## src/rtl/rv32i_ctrl_fsm.sv

```systemverilog
// Multi-cycle control sequencer for the RV32I datapath.
// Steps each instruction through fetch, decode, execute, an optional memory
// phase and write-back. Every datapath select and enable is derived from the
// latched instruction register.
//
// state   | meaning
// --------+--------------------------------------------------------------
// FETCH   | program memory read; ir captures instr at the end of the cycle
// DECODE  | opcode classified; selects become valid
// EXECUTE | ALU operands stable; branch condition captured into taken
// MEM     | data memory access; waits on dm_ready with a timeout
// WB      | register write-back and PC update (one cycle)
// TRAP    | illegal opcode or memory timeout; held until reset
module rv32i_ctrl_fsm #(
  parameter int MEM_TIMEOUT = 15,
  parameter int RAM_WIDTH   = 32
) (
  input  logic                 clk,
  input  logic                 reset,
  input  logic [RAM_WIDTH-1:0] instr,
  input  logic                 br_eq,
  input  logic                 br_lt,
  input  logic                 br_ltu,
  input  logic                 dm_ready,
  output logic [RAM_WIDTH-1:0] ir,
  output logic                 pc_en,
  output logic [1:0]           selpc,
  output logic [1:0]           WBSEL,
  output logic [1:0]           op1_sel,
  output logic [1:0]           op2_sel,
  output logic [1:0]           imm_sel,
  output logic [3:0]           alu_ctrl,
  output logic                 reg_write_en,
  output logic                 dm_enable,
  output logic                 dm_write_enable,
  output logic                 illegal,
  output logic [2:0]           state
);

  typedef enum logic [2:0] {
    S_FETCH   = 3'd0,
    S_DECODE  = 3'd1,
    S_EXECUTE = 3'd2,
    S_MEM     = 3'd3,
    S_WB      = 3'd4,
    S_TRAP    = 3'd7
  } state_t;

  localparam logic [6:0] OPC_LUI    = 7'b0110111;
  localparam logic [6:0] OPC_AUIPC  = 7'b0010111;
  localparam logic [6:0] OPC_JAL    = 7'b1101111;
  localparam logic [6:0] OPC_JALR   = 7'b1100111;
  localparam logic [6:0] OPC_BRANCH = 7'b1100011;
  localparam logic [6:0] OPC_LOAD   = 7'b0000011;
  localparam logic [6:0] OPC_STORE  = 7'b0100011;
  localparam logic [6:0] OPC_OPIMM  = 7'b0010011;
  localparam logic [6:0] OPC_OP     = 7'b0110011;

  localparam logic [3:0] ALU_ADD  = 4'd0;
  localparam logic [3:0] ALU_SUB  = 4'd1;
  localparam logic [3:0] ALU_SLL  = 4'd2;
  localparam logic [3:0] ALU_SLT  = 4'd3;
  localparam logic [3:0] ALU_SLTU = 4'd4;
  localparam logic [3:0] ALU_XOR  = 4'd5;
  localparam logic [3:0] ALU_SRL  = 4'd6;
  localparam logic [3:0] ALU_SRA  = 4'd7;
  localparam logic [3:0] ALU_OR   = 4'd8;
  localparam logic [3:0] ALU_AND  = 4'd9;

  // Last counter value before a missing dm_ready becomes a timeout.
  localparam logic [7:0] WAIT_LAST = 8'(MEM_TIMEOUT - 1);

  state_t     state_q, state_d;
  logic       taken_q;
  logic [7:0] wait_cnt_q;

  logic [6:0] opcode;
  logic [2:0] funct3;
  logic       alt_bit;
  logic       rd_nz;
  logic       is_branch, is_load, is_store, writes_rd, opcode_legal, branch_f3_ok;
  logic       branch_cond, sel_active;
  logic [3:0] alu_arith;

  assign opcode  = ir[6:0];
  assign funct3  = ir[14:12];
  assign alt_bit = ir[30];
  assign rd_nz   = |ir[11:7];

  assign is_branch = (opcode == OPC_BRANCH);
  assign is_load   = (opcode == OPC_LOAD);
  assign is_store  = (opcode == OPC_STORE);
  assign writes_rd = (opcode == OPC_LUI) || (opcode == OPC_AUIPC) || (opcode == OPC_JAL) ||
                     (opcode == OPC_JALR) || is_load || (opcode == OPC_OPIMM) ||
                     (opcode == OPC_OP);
  assign opcode_legal = writes_rd || is_branch || is_store;
  assign branch_f3_ok = (funct3 != 3'b010) && (funct3 != 3'b011);
  assign sel_active   = (state_q == S_DECODE) || (state_q == S_EXECUTE) ||
                        (state_q == S_MEM) || (state_q == S_WB);
  assign state        = state_q;

  // Branch condition from the datapath comparator flags.
  always_comb begin
    branch_cond = 1'b0;
    case (funct3)
      3'b000:  branch_cond = br_eq;
      3'b001:  branch_cond = !br_eq;
      3'b100:  branch_cond = br_lt;
      3'b101:  branch_cond = !br_lt;
      3'b110:  branch_cond = br_ltu;
      3'b111:  branch_cond = !br_ltu;
      default: branch_cond = 1'b0;
    endcase
  end

  // ALU function for OP / OP-IMM; ir[30] selects SUB (OP only) and SRA/SRAI.
  always_comb begin
    alu_arith = ALU_ADD;
    case (funct3)
      3'b000:  alu_arith = ((opcode == OPC_OP) && alt_bit) ? ALU_SUB : ALU_ADD;
      3'b001:  alu_arith = ALU_SLL;
      3'b010:  alu_arith = ALU_SLT;
      3'b011:  alu_arith = ALU_SLTU;
      3'b100:  alu_arith = ALU_XOR;
      3'b101:  alu_arith = alt_bit ? ALU_SRA : ALU_SRL;
      3'b110:  alu_arith = ALU_OR;
      default: alu_arith = ALU_AND;
    endcase
  end

  // State register.
  always_ff @(posedge clk or negedge reset) begin
    if (!reset) state_q <= S_FETCH;
    else        state_q <= state_d;
  end

  // Next-state logic.
  always_comb begin
    state_d = state_q;
    case (state_q)
      S_FETCH:   state_d = S_DECODE;
      S_DECODE:  state_d = opcode_legal ? S_EXECUTE : S_TRAP;
      S_EXECUTE: begin
        if (is_branch && !branch_f3_ok) state_d = S_TRAP;
        else if (is_load || is_store)   state_d = S_MEM;
        else                            state_d = S_WB;
      end
      S_MEM: begin
        if (dm_ready)                      state_d = S_WB;
        else if (wait_cnt_q == WAIT_LAST)  state_d = S_TRAP;
      end
      S_WB:      state_d = S_FETCH;
      S_TRAP:    state_d = S_TRAP;
      default:   state_d = S_TRAP;
    endcase
  end

  // Datapath selects and enables, decoded from ir and the current state.
  always_comb begin
    selpc           = 2'b00;
    WBSEL           = 2'b00;
    op1_sel         = 2'b00;
    op2_sel         = 2'b00;
    imm_sel         = 2'b00;
    alu_ctrl        = ALU_ADD;
    pc_en           = (state_q == S_WB);
    reg_write_en    = (state_q == S_WB) && writes_rd && rd_nz;
    dm_enable       = (state_q == S_MEM);
    dm_write_enable = (state_q == S_MEM) && is_store;
    if (sel_active) begin
      case (opcode)
        OPC_LUI:    begin selpc = 2'b11; WBSEL = 2'b11; op1_sel = 2'b01; op2_sel = 2'b01; end
        OPC_AUIPC:  begin selpc = 2'b11; WBSEL = 2'b10; op1_sel = 2'b00; op2_sel = 2'b01; end
        OPC_JAL:    begin selpc = 2'b01; WBSEL = 2'b00; op1_sel = 2'b00; op2_sel = 2'b10; imm_sel = 2'b11; end
        OPC_JALR:   begin selpc = 2'b00; WBSEL = 2'b00; op1_sel = 2'b10; op2_sel = 2'b10; end
        OPC_BRANCH: begin
          selpc   = taken_q ? 2'b10 : 2'b11;
          WBSEL   = 2'b10;
          op1_sel = 2'b00;
          op2_sel = 2'b10;
          imm_sel = 2'b11;
        end
        OPC_LOAD:   begin selpc = 2'b11; WBSEL = 2'b01; op1_sel = 2'b10; op2_sel = 2'b10; end
        OPC_STORE:  begin selpc = 2'b11; WBSEL = 2'b10; op1_sel = 2'b10; op2_sel = 2'b10; imm_sel = 2'b10; end
        OPC_OPIMM:  begin
          selpc    = 2'b11;
          WBSEL    = 2'b10;
          op1_sel  = 2'b10;
          op2_sel  = 2'b10;
          imm_sel  = ((funct3 == 3'b001) || (funct3 == 3'b101)) ? 2'b01 : 2'b00;
          alu_ctrl = alu_arith;
        end
        OPC_OP:     begin
          selpc    = 2'b11;
          WBSEL    = 2'b10;
          op1_sel  = 2'b10;
          op2_sel  = 2'b00;
          alu_ctrl = alu_arith;
        end
        default: ;
      endcase
    end
  end

  // Instruction register captures program memory output at the end of FETCH.
  always_ff @(posedge clk or negedge reset) begin
    if (!reset)                 ir <= '0;
    else if (state_q == S_FETCH) ir <= instr;
  end

  // Branch outcome is captured in EXECUTE so WB sees a stable selpc.
  always_ff @(posedge clk or negedge reset) begin
    if (!reset)                                  taken_q <= 1'b0;
    else if ((state_q == S_EXECUTE) && is_branch) taken_q <= branch_cond;
  end

  // Memory wait counter; cleared on completion so each access starts at zero.
  always_ff @(posedge clk or negedge reset) begin
    if (!reset) wait_cnt_q <= '0;
    else if (state_q == S_MEM) begin
      if (dm_ready) wait_cnt_q <= '0;
      else          wait_cnt_q <= wait_cnt_q + 8'd1;
    end
  end

  // Sticky trap flag, set on the transition into TRAP.
  always_ff @(posedge clk or negedge reset) begin
    if (!reset)                  illegal <= 1'b0;
    else if (state_d == S_TRAP)  illegal <= 1'b1;
  end

endmodule

```

## config.mk

```make
export PLATFORM = sky130hd
export DESIGN_NAME = rv32i_ctrl_fsm
export DESIGN_NICKNAME = d
export VERILOG_FILES = /design/src/rtl/rv32i_ctrl_fsm.sv
export SDC_FILE = /design/constraint.sdc
export NUM_CORES = 1
export LEC_CHECK = 0
export CELL_PAD_IN_SITES_DETAIL_PLACEMENT = 1
export CELL_PAD_IN_SITES_GLOBAL_PLACEMENT = 2
export CORE_AREA = 2 2 103 105
export DETAILED_ROUTE_END_ITERATION = 6
export DIE_AREA = 0 0 105 107
export PLACE_DENSITY_LB_ADDON = 0.1
export RECOVER_POWER = 100
export SETUP_SLACK_MARGIN = 0.5
export SYNTH_ARGS = -nofsm -noshare
export SYNTH_HDL_FRONTEND = slang
export SYNTH_SLANG_ARGS = --single-unit
```

## constraint.sdc

```tcl
create_clock -name clk -period 1.6 [get_ports clk]
set_input_delay 0.24 -clock clk [delete_from_list [all_inputs] [get_ports clk]]
set_output_delay 0.24 -clock clk [all_outputs]
set_load 0.01 [all_outputs]
```

==> metrics.txt, run 1 <==
outcome=complete, but fails checks; failing checks=negative setup slack; kind of critical path=reg -> out; Final TNS setup=-11.23 ns; ys async rst share=1.000; clk_skew=0.004252 ns; Final setup viols=59; per-cell routed wire length=15.96 um; Comb power frac=0.062; part of the Yosys area used for sequential elements=0.4734; CP max stage cell=dfrtp_1; area delta synth->final=110.7%; Final min period=1.913 ns; largest net degree at the start of global routing=46; CP Max Fanout=2; Placed Cells=489; largest area contributor in the netlist=dfrtp_1; post-detail-place hpwl=6036 um; met2 usage=0.2839; grt ovf=0; Post-Syn Instances=221; Hold Fails Final Rpt=0; Psw=0.4733 mW; die height=107 um; maximum vdd drop=0.3545 mV; top cells by count, synth=45 x dfrtp_1, 17 x mux2_1, 17 x mux2_2, 17 x nand2_1, 14 x nor2_1; leak pwr=2.256 nW; Max Slew Vio Count=0; Syn Std Cell Area=2379 um2; vias in the first global route=2546; Remaining DRCs=0; Clock Latency Late Sink=0.31 ns; TritonCTS Buffers=5; RSZ-0062 raised after global routing=true; CP endpoint kind=output port; hold crit path type=reg -> reg; Buffers on Ports=91; Die Area=11240 um2; Yosys warning count=0; total number of vias=2434; initial antenna violation count=0; Max Cap Viol=0; R2R setup slack=-0.23 ns; initial core utilization=0.2357; Max clock buf depth=2; final antenna-violating net count=0; clk sinks=45; Final Non-Filler Cells=556; num ports=92; fin nets=459; CTS tree=yes; CP arrival=1.67 ns; final critical-path setup slack=-0.3130 ns; Core Region=10090 um2; Pwr per Cell Area=440.7 nW/um2; Post-synth EDFFs=0; Synth area leaders=dfrtp_1 47%, mux2_1 8.0%, mux2_2 8.0%; final worst path period share=1.196; die width=105 um; post-route cell area=5012 um2; final weighted congestion in routability-driven placement=0.7419; vias per cell=4.378; Critical Path Start Type=flop; met1 usage=0.1982; 1st-iter DRT viols=38; final wirelength=8876 um; Hold WS=0.5106 ns; H-tree levels=2; headroom to the max-slew limit=0.5631; Total GRT Usage=0.1618; Worst-Margin Slew=0.6553 ns; ys flop type=dfrtp_1; P_int=1.735 mW; post-synth net total=261; share of the synthesized area in the top cell type=0.4734; Worst Path Required=1.36 ns; # fillers=1134; diode count=0; crit path cell chain=and4bb_1, buf_4, a41o_1, a21oi_2, nor3_2, buf_2; Clock transition at path regs=0.09 ns; clk root buf=clkbuf_8; gr busiest metal=met2; CP max stage delay=0.41 ns; Mapped Avg Cell Area=10.76 um2; clock power share=0.422; met3 Usage GRT=0.04012; TritonRoute pass-1 iters=4; global-route wire length before repair=14260 um; Cell Rows=37; Seq pwr share=0.515; most frequent cell after synthesis=dfrtp_1; synth unique cells=49; Fmax=522.7 MHz; pre-CTS setup slack=-0.3902 ns; Yosys reg bits=45; Placed Instance Area=4125 um2; Sw Share=0.2143; share of layout cells above drive strength 1=0.5762
-- critical path: cells and delay by family, from the launching register on --
family,cells,cell delay (ns)
simple gates,2,0.29
compound gates,2,0.39
buf+inv,2,0.28
flops,1,0.41
-- metrics by stage --
stage / power (mW) / util
3_3_place_gp: 1.301 / 0.4088
4_1_cts: 2.249 / 0.4616
2_1_floorplan: 1.175 / -
3_5_place_dp: 1.302 / 0.4088
5_1_grt: 2.308 / 0.4967
6_report: 2.209 / 0.4967
-- kinds of logic (layout without fill, tap and decap cells) --
| kind of cell | Yosys count | after routing | synth area share |
|---|---|---|---|
| simple gates | 73 | 73 | 0.1767 |
| mux | 35 | 35 | 0.1652 |
| flops | 45 | 45 | 0.4734 |
| compound gates | 41 | 41 | 0.1089 |
| fa+ha+maj | 2 | 2 | 0.01052 |
| buf+inv | 20 | 219 | 0.04366 |
| xor+xnor | 5 | 5 | 0.02157 |
-- path summary, 6_finish.rpt --
path                                           from                  end  cells after the start
min in group asynchronous                     reset   ir[29]$_DFFE_PN0P_                      3
worst min register to register  illegal$_DFFE_PN0N_  illegal$_DFFE_PN0N_                      2
worst max-delay path              ir[1]$_DFFE_PN0P_          alu_ctrl[0]                      6
max in group asynchronous                     reset   state[2]$_DFF_PN0_                      3
worst max register to register   state[1]$_DFF_PN0_   ir[19]$_DFFE_PN0P_                      8
worst min-delay path            illegal$_DFFE_PN0N_  illegal$_DFFE_PN0N_                      2
-- cell type report --
cell class | count | area, um2 | area share
Clock inverter | 2 | 37.54 | 0.007489
Sequential cell | 45 | 1130 | 0.2254
Timing Repair Buffer | 205 | 1999 | 0.3989
Inverter | 6 | 27.53 | 0.005492
Multi-Input combinational cell | 156 | 1565 | 0.3123
Clock buffer | 6 | 82.58 | 0.01648
Tap cell | 136 | 170.2 | 0.03395
-- power groups by stage --
stage          Combinational, mW  Sequential, mW  Clock, mW
6_report                   0.137            1.14      0.933
5_1_grt                    0.150            1.14       1.02
4_1_cts                    0.144            1.14      0.967
3_5_place_dp               0.141            1.16          0
3_3_place_gp               0.140            1.16          0
2_1_floorplan             0.0145            1.16          0
-- registers in the layout (all words and copies together), names as in the netlist --
| register | flops |
|---|---|
| illegal | 1 |
| ir | 32 |
| state | 3 |
| taken_q | 1 |
| wait_cnt_q | 8 |
-- layout by cell type, fill, tap and decap left out, types with 4 or more instances in the layout --
cell type,instances
o21ai_1,8
buf_12,9
a21oi_2,5
clkbuf_1,20
nor3_4,4
nor2_4,4
nand2_1,12
nor2_1,6
buf_2,16
clkdlybuf4s50_1,36
mux2_4,32
buf_8,5
clkbuf_8,6
buf_4,39
inv_1,5
nor2_2,5
buf_6,72
xnor2_1,4
dfrtp_1,42
nand2_2,4
-- routing by layer --
layer	vias to the layer above	part of all wire
met5	-	0
met4	0	0.012
met3	7	0.048
met2	51	0.52
met1	1193	0.42
li1	1183	-
-- timing repair --
| item | CTS | global route |
|---|---|---|
| endpoints found under the hold margin | 45 | 0 |
| hold buffers | 1 | 0 |
| pin swaps | 19 | 24 |
| gates resized for setup | 288 | 69 |
| endpoints found under the setup margin | 99 | 99 |
| gates cloned | 3 | 0 |
| setup buffers | 31 | 24 |
No activity file was read; power rests on OpenSTA's default activity.
==> run 2, diff against run 1 <==
SKIP_LAST_GASP = 1   (was unset)
==> metrics.txt, run 2 (same netlist as run 1, synthesis figures left out) <==
hold crit path type=in -> reg; area delta synth->final=108.3%; share of layout cells above drive strength 1=0.5670 (-0.009205); fin nets=457 (-0.44%); Fmax=522.4 MHz (about the same); HP Start=instr[12]; RSZ-0062 raised after global routing=true; vias in the first global route=2565 (+0.75%); Hold WS=0.5058 ns (-0.004793 ns); Largest register FFs=32 (unchanged); Max Cap Viol=0 (unchanged); die height=107 um (unchanged); Core Region=10090 um2 (unchanged); Psw=0.4707 mW (-0.56%); TritonRoute pass-1 iters=4 (unchanged); Final Non-Filler Cells=554 (-0.36%); Tot Pwr=2.206 mW (-0.12%); kind of critical path=reg -> out; leak pwr=2.250 nW (-0.30%); Crit Reg-Reg Endpoint=ir[19]$_DFFE_PN0P_; headroom to the max-slew limit=0.5648 (+0.001624); Total GRT Usage=0.1618 (unchanged); final critical-path setup slack=-0.3141 ns (-0.001093 ns); FF-to-FF Start=state[1]$_DFF_PN0_; initial core utilization=0.2357 (unchanged); R2R setup slack=-0.23 ns (about the same); Critical Path Start Type=flop; P_int=1.735 mW (about the same); Hold Fails Final Rpt=0 (unchanged); Worst-Margin Slew=0.6529 ns (-0.002437 ns); final wirelength=8792 um (-0.95%); Hold Crit Depth=3 (+1); Placed Instance Area=4125 um2 (unchanged); num ports=92 (unchanged); Sw Share=0.2134 (-0.0009285); Worst Path Required=1.36 ns (about the same); H-tree levels=2 (unchanged); R2R cell count=8 (unchanged); final antenna-violating net count=0 (unchanged); final worst path period share=1.196 (about the same); vias per cell=4.390 (+0.28%); largest net degree at the start of global routing=46 (unchanged); Seq pwr share=0.516 (about the same); per-cell routed wire length=15.87 um (-0.59%); Die Area=11240 um2 (unchanged); clk root buf=clkbuf_8; outcome=complete, but fails checks; Buffers on Ports=91 (unchanged); Clock transition at path regs=0.09 ns (about the same); post-detail-place hpwl=6036 um (unchanged); clock power share=0.422 (about the same); CTS tree=yes; most frequent cells in the layout=63 x buf_6, 44 x buf_4, 42 x dfrtp_1; Max Slew Vio Count=0 (unchanged); Placed Cells=489 (unchanged); Largest Register=ir; initial antenna violation count=0 (unchanged); TritonCTS Buffers=5 (unchanged); CP Max Fanout=2 (unchanged); clk sinks=45 (unchanged); clk_skew=0.003254 ns (-0.0009976 ns); failing checks=negative setup slack; pre-CTS setup slack=-0.3902 ns (unchanged); Hold Path End=ir[12]$_DFFE_PN0P_; Clock Latency Late Sink=0.31 ns (about the same); grt ovf=0 (unchanged); final weighted congestion in routability-driven placement=0.7419 (unchanged); global-route wire length before repair=14280 um (+0.20%); 1st-iter DRT viols=48 (+26%); Max clock buf depth=2 (unchanged); Remaining DRCs=0 (unchanged); post-route cell area=4955 um2 (-1.1%); diode count=0 (unchanged); most common cell after layout, fill and taps aside=buf_6; Final min period=1.914 ns (+0.001093 ns); Comb power frac=0.062 (about the same); Pwr per Cell Area=445.2 nW/um2 (+1.0%); Cell Rows=37 (unchanged); total number of vias=2432 (-0.082%); CP endpoint kind=output port; CP arrival=1.67 ns (about the same); die width=105 um (unchanged); Final setup viols=52 (-12%); maximum vdd drop=0.3531 mV (-0.39%)
run 2: changes by cell type in the layout (fill, tap and decap cells not counted), sizes merged:
cell,before,now
clkdlybuf4s15,0,1
clkbuf,28,27
inv,5,6
clkdlybuf4s25,2,3
dlygate4sd2,0,1
buf,144,140
clkinv,1,0
run 2: layout make-up:
| class | instances | area [um2] |
|---|---|---|
| well taps | 136 | 170.2 |
| clock inverters | 2 | 37.54 |
| flip-flops and latches | 45 | 1130 |
| inverters | 6 | 27.53 |
| repair buffers | 203 | 1957 |
| multi-input cells | 156 | 1550 |
| clock buffers | 6 | 82.58 |
| fillers | 1134 | 5137 |
run 2: critical path, cell delays in order (launching register included):
cell and delay [ns]:
dfrtp_1 0.41, and4bb_1 0.23, buf_4 0.14, a41o_1 0.23, a21oi_2 0.16, nor3_2 0.06
buf_2 0.14
run 2: power groups by stage:
stage | combinational, mW | clock, mW | sequential (mW)
3_3_place_gp | 0.140 | 0 | 1.16
2_1_floorplan | 0.0145 | 0 | 1.16
6_report | 0.137 | 0.931 | 1.14
4_1_cts | 0.144 | 0.967 | 1.14
3_5_place_dp | 0.141 | 0 | 1.16
5_1_grt | 0.150 | 1.02 | 1.14
run 2: routing by layer:
metal	track usage	part of all wire	wire length (um)	vias up
met5	0	0	0	-
met4	0.04286	0.011	99	0
met3	0.03951	0.046	401	6
met2	0.2862	0.53	4630	51
met1	0.1967	0.42	3661	1192
li1	-	-	-	1183
run 2: what timing repair did:
action	4_1_cts	5_1_grt
pin swaps	17	25
gates resized for setup	267	70
setup buffers	31	22
endpoints found under the setup margin	99	99
endpoints found under the hold margin	45	0
hold buffers	1	0
gates cloned	3	0
run 2: how the worst max path moves through the flow:
stage	slack (ns)	depth (start not counted)	to	startpoint
floorplan	-0.01	5	imm_sel[0]	ir[3]$_DFFE_PN0P_
global placement	-0.35	5	imm_sel[0]	ir[3]$_DFFE_PN0P_
detailed placement	-0.39	5	alu_ctrl[0]	ir[3]$_DFFE_PN0P_
CTS	-0.34	6	alu_ctrl[0]	ir[1]$_DFFE_PN0P_
global route	-0.40	5	imm_sel[0]	ir[3]$_DFFE_PN0P_
finish	-0.31	6	alu_ctrl[0]	ir[1]$_DFFE_PN0P_
run 2: stage by stage:
stage | util | TNS, ns
finish | 0.4910 | -10.93
floorplan | - | -0.01255
detailed placement | 0.4088 | -5.661
global route | 0.4910 | -14.87
global placement | 0.4088 | -5.039
CTS | 0.4592 | -11.19
==> run 3, diff against run 2 <==
SKIP_CTS_REPAIR_TIMING = 1   (was unset)
==> metrics.txt, run 3 (same netlist as run 1, synthesis figures left out) <==
vias per cell=4.426 (+0.81%); TritonRoute pass-1 iters=4 (unchanged); outcome=complete, but fails checks; vias in the first global route=2383 (-7.1%); leak pwr=2.115 nW (-6.0%); Final setup viols=51 (-1.9%); RSZ-0062 raised after global routing=true; Hold Fails Final Rpt=0 (unchanged); hold crit path type=reg -> reg; global-route wire length before repair=12820 um (-10%); Final min period=1.893 ns (-0.02063 ns); grt ovf=0 (unchanged); final critical-path setup slack=-0.2935 ns (+0.02064 ns); most frequent cells in the layout=46 x buf_4, 41 x dfrtp_1, 37 x clkdlybuf4s50_1; Largest Register=ir; kind of critical path=reg -> out; Die Area=11240 um2 (unchanged); Largest register FFs=32 (unchanged); clk sinks=45 (unchanged); failing checks=negative setup slack; R2R setup slack=-0.17 ns (+0.06 ns); R2R cell count=6 (-2); Final TNS setup=-6.166 ns (+4.763 ns); Fmax=528.1 MHz (+1.1%); Clock transition at path regs=0.09 ns (about the same); per-cell routed wire length=15.91 um (+0.23%); die height=107 um (unchanged); final worst path period share=1.183 (-0.01290); FF-to-FF Start=ir[0]$_DFFE_PN0P_; clk root buf=clkbuf_8; Clock Latency Late Sink=0.30 ns (about the same); headroom to the max-slew limit=0.5664 (+0.001651); final antenna-violating net count=0 (unchanged); die width=105 um (unchanged); Cell Rows=37 (unchanged); met3 Usage GRT=0.03769 (-0.001824); most common cell after layout, fill and taps aside=buf_4; Crit Reg-Reg Endpoint=taken_q$_DFFE_PN0P_; post-detail-place hpwl=6036 um (unchanged); Core Region=10090 um2 (unchanged); final weighted congestion in routability-driven placement=0.7419 (unchanged); diode count=0 (unchanged); gr busiest metal=met2; H-tree levels=2 (unchanged); Total GRT Usage=0.1450 (-0.01685); Worst-Margin Slew=0.6504 ns (-0.002476 ns); CP arrival=1.65 ns (-0.02 ns); Hold WS=0.5057 ns (-0.0001440 ns); CP startpoint=ir[2]$_DFFE_PN0P_; fin nets=427 (-6.6%); Buffers on Ports=91 (unchanged); clk_skew=0.004075 ns (+0.0008208 ns); CP max stage cell=dfrtp_1; initial core utilization=0.2357 (unchanged); largest net degree at the start of global routing=46 (unchanged); total number of vias=2319 (-4.6%); Util after Layout=0.4514 (-0.03955); area delta synth->final=91.53%; met2 usage=0.2468 (-0.03942); Max Cap Viol=0 (unchanged); Pwr per Cell Area=483.2 nW/um2 (+8.5%); CP Max Fanout=3 (+1); CP endpoint kind=output port; 1st-iter DRT viols=49 (+2.1%); initial antenna violation count=0 (unchanged); Worst Path Required=1.36 ns (about the same); crit path to=imm_sel[0]; maximum vdd drop=0.3443 mV (-2.5%); Critical Path Start Type=flop; Remaining DRCs=0 (unchanged); final wirelength=8335 um (-5.2%); share of layout cells above drive strength 1=0.5335 (-0.03348); num ports=92 (unchanged); Max Slew Vio Count=0 (unchanged); TritonCTS Buffers=5 (unchanged); crit path cell chain=and4bb_2, nand2_2, or3_4, a21oi_2, buf_2; CP max stage delay=0.39 ns (-0.02 ns); CTS tree=yes; Max clock buf depth=2 (unchanged); met1 usage=0.1794 (-0.01729)
run 3: cell types whose count changed in the layout (fill, tap and decap cells not counted), sizes merged:
cell           before  now
buf               140  101
clkbuf             27   35
clkdlybuf4s15       1    0
clkdlybuf4s25       3    0
clkdlybuf4s50      36   37
dlygate4sd2         1    0
dlymetal6s2s        0    5
run 3: power breakdown:
group / switching (mW) / leakage, nW / internal (mW)
clock network: 0.414 / 0.0574 / 0.508
registers: 0.00150 / 0.578 / 1.14
logic: 0.0487 / 1.48 / 0.0918
total: 0.464 / 2.12 / 1.74
run 3: critical path: cells and delay by family, from the launching register on:
family	cells	cell delay, ns
DFF	1	0.39
buffers and inverters	1	0.13
AOI/OAI and AO/OA	1	0.11
and+or+nand+nor	3	0.72
run 3: layout make-up:
| cell class | instances | area (um2) |
|---|---|---|
| Multi-Input combinational cell | 156 | 1553 |
| Clock buffer | 6 | 82.58 |
| Sequential cell | 45 | 1131 |
| Inverter | 6 | 27.53 |
| Fill cell | 1142 | 5537 |
| Clock inverter | 2 | 37.54 |
| Tap cell | 136 | 170.2 |
| Timing Repair Buffer | 173 | 1554 |
run 3: metrics by stage:
stage / worst slack (ns) / power, mW / instance area (um2) / instances
after CTS: -0.7441 / 2.247 / 4245 / 497
after global placement: -0.3486 / 1.301 / 4125 / 489
after floorplan: -0.01255 / 1.175 / 2725 / 221
final: -0.2935 / 2.201 / 4556 / 524
after detailed placement: -0.3902 / 1.302 / 4125 / 489
after global routing: -0.3811 / 2.311 / 4556 / 524
run 3: how the worst min path moves through the flow:
stage	depth (start not counted)	endpoint	slack, ns	from
finish	2	illegal$_DFFE_PN0N_	0.51	illegal$_DFFE_PN0N_
global route	2	ir[28]$_DFFE_PN0P_	0.52	instr[28]
floorplan	0	illegal$_DFFE_PN0N_	-0.06	reset
global placement	2	ir[25]$_DFFE_PN0P_	0.24	reset
detailed placement	2	ir[25]$_DFFE_PN0P_	0.25	reset
CTS	2	ir[25]$_DFFE_PN0P_	-0.1	reset
run 3: layer usage:
| layer | wire, um | share of wire |
|---|---|---|
| met2 | 4362 | 0.52 |
| met5 | 0 | 0 |
| met4 | 133 | 0.016 |
| met3 | 381 | 0.046 |
| met1 | 3458 | 0.41 |
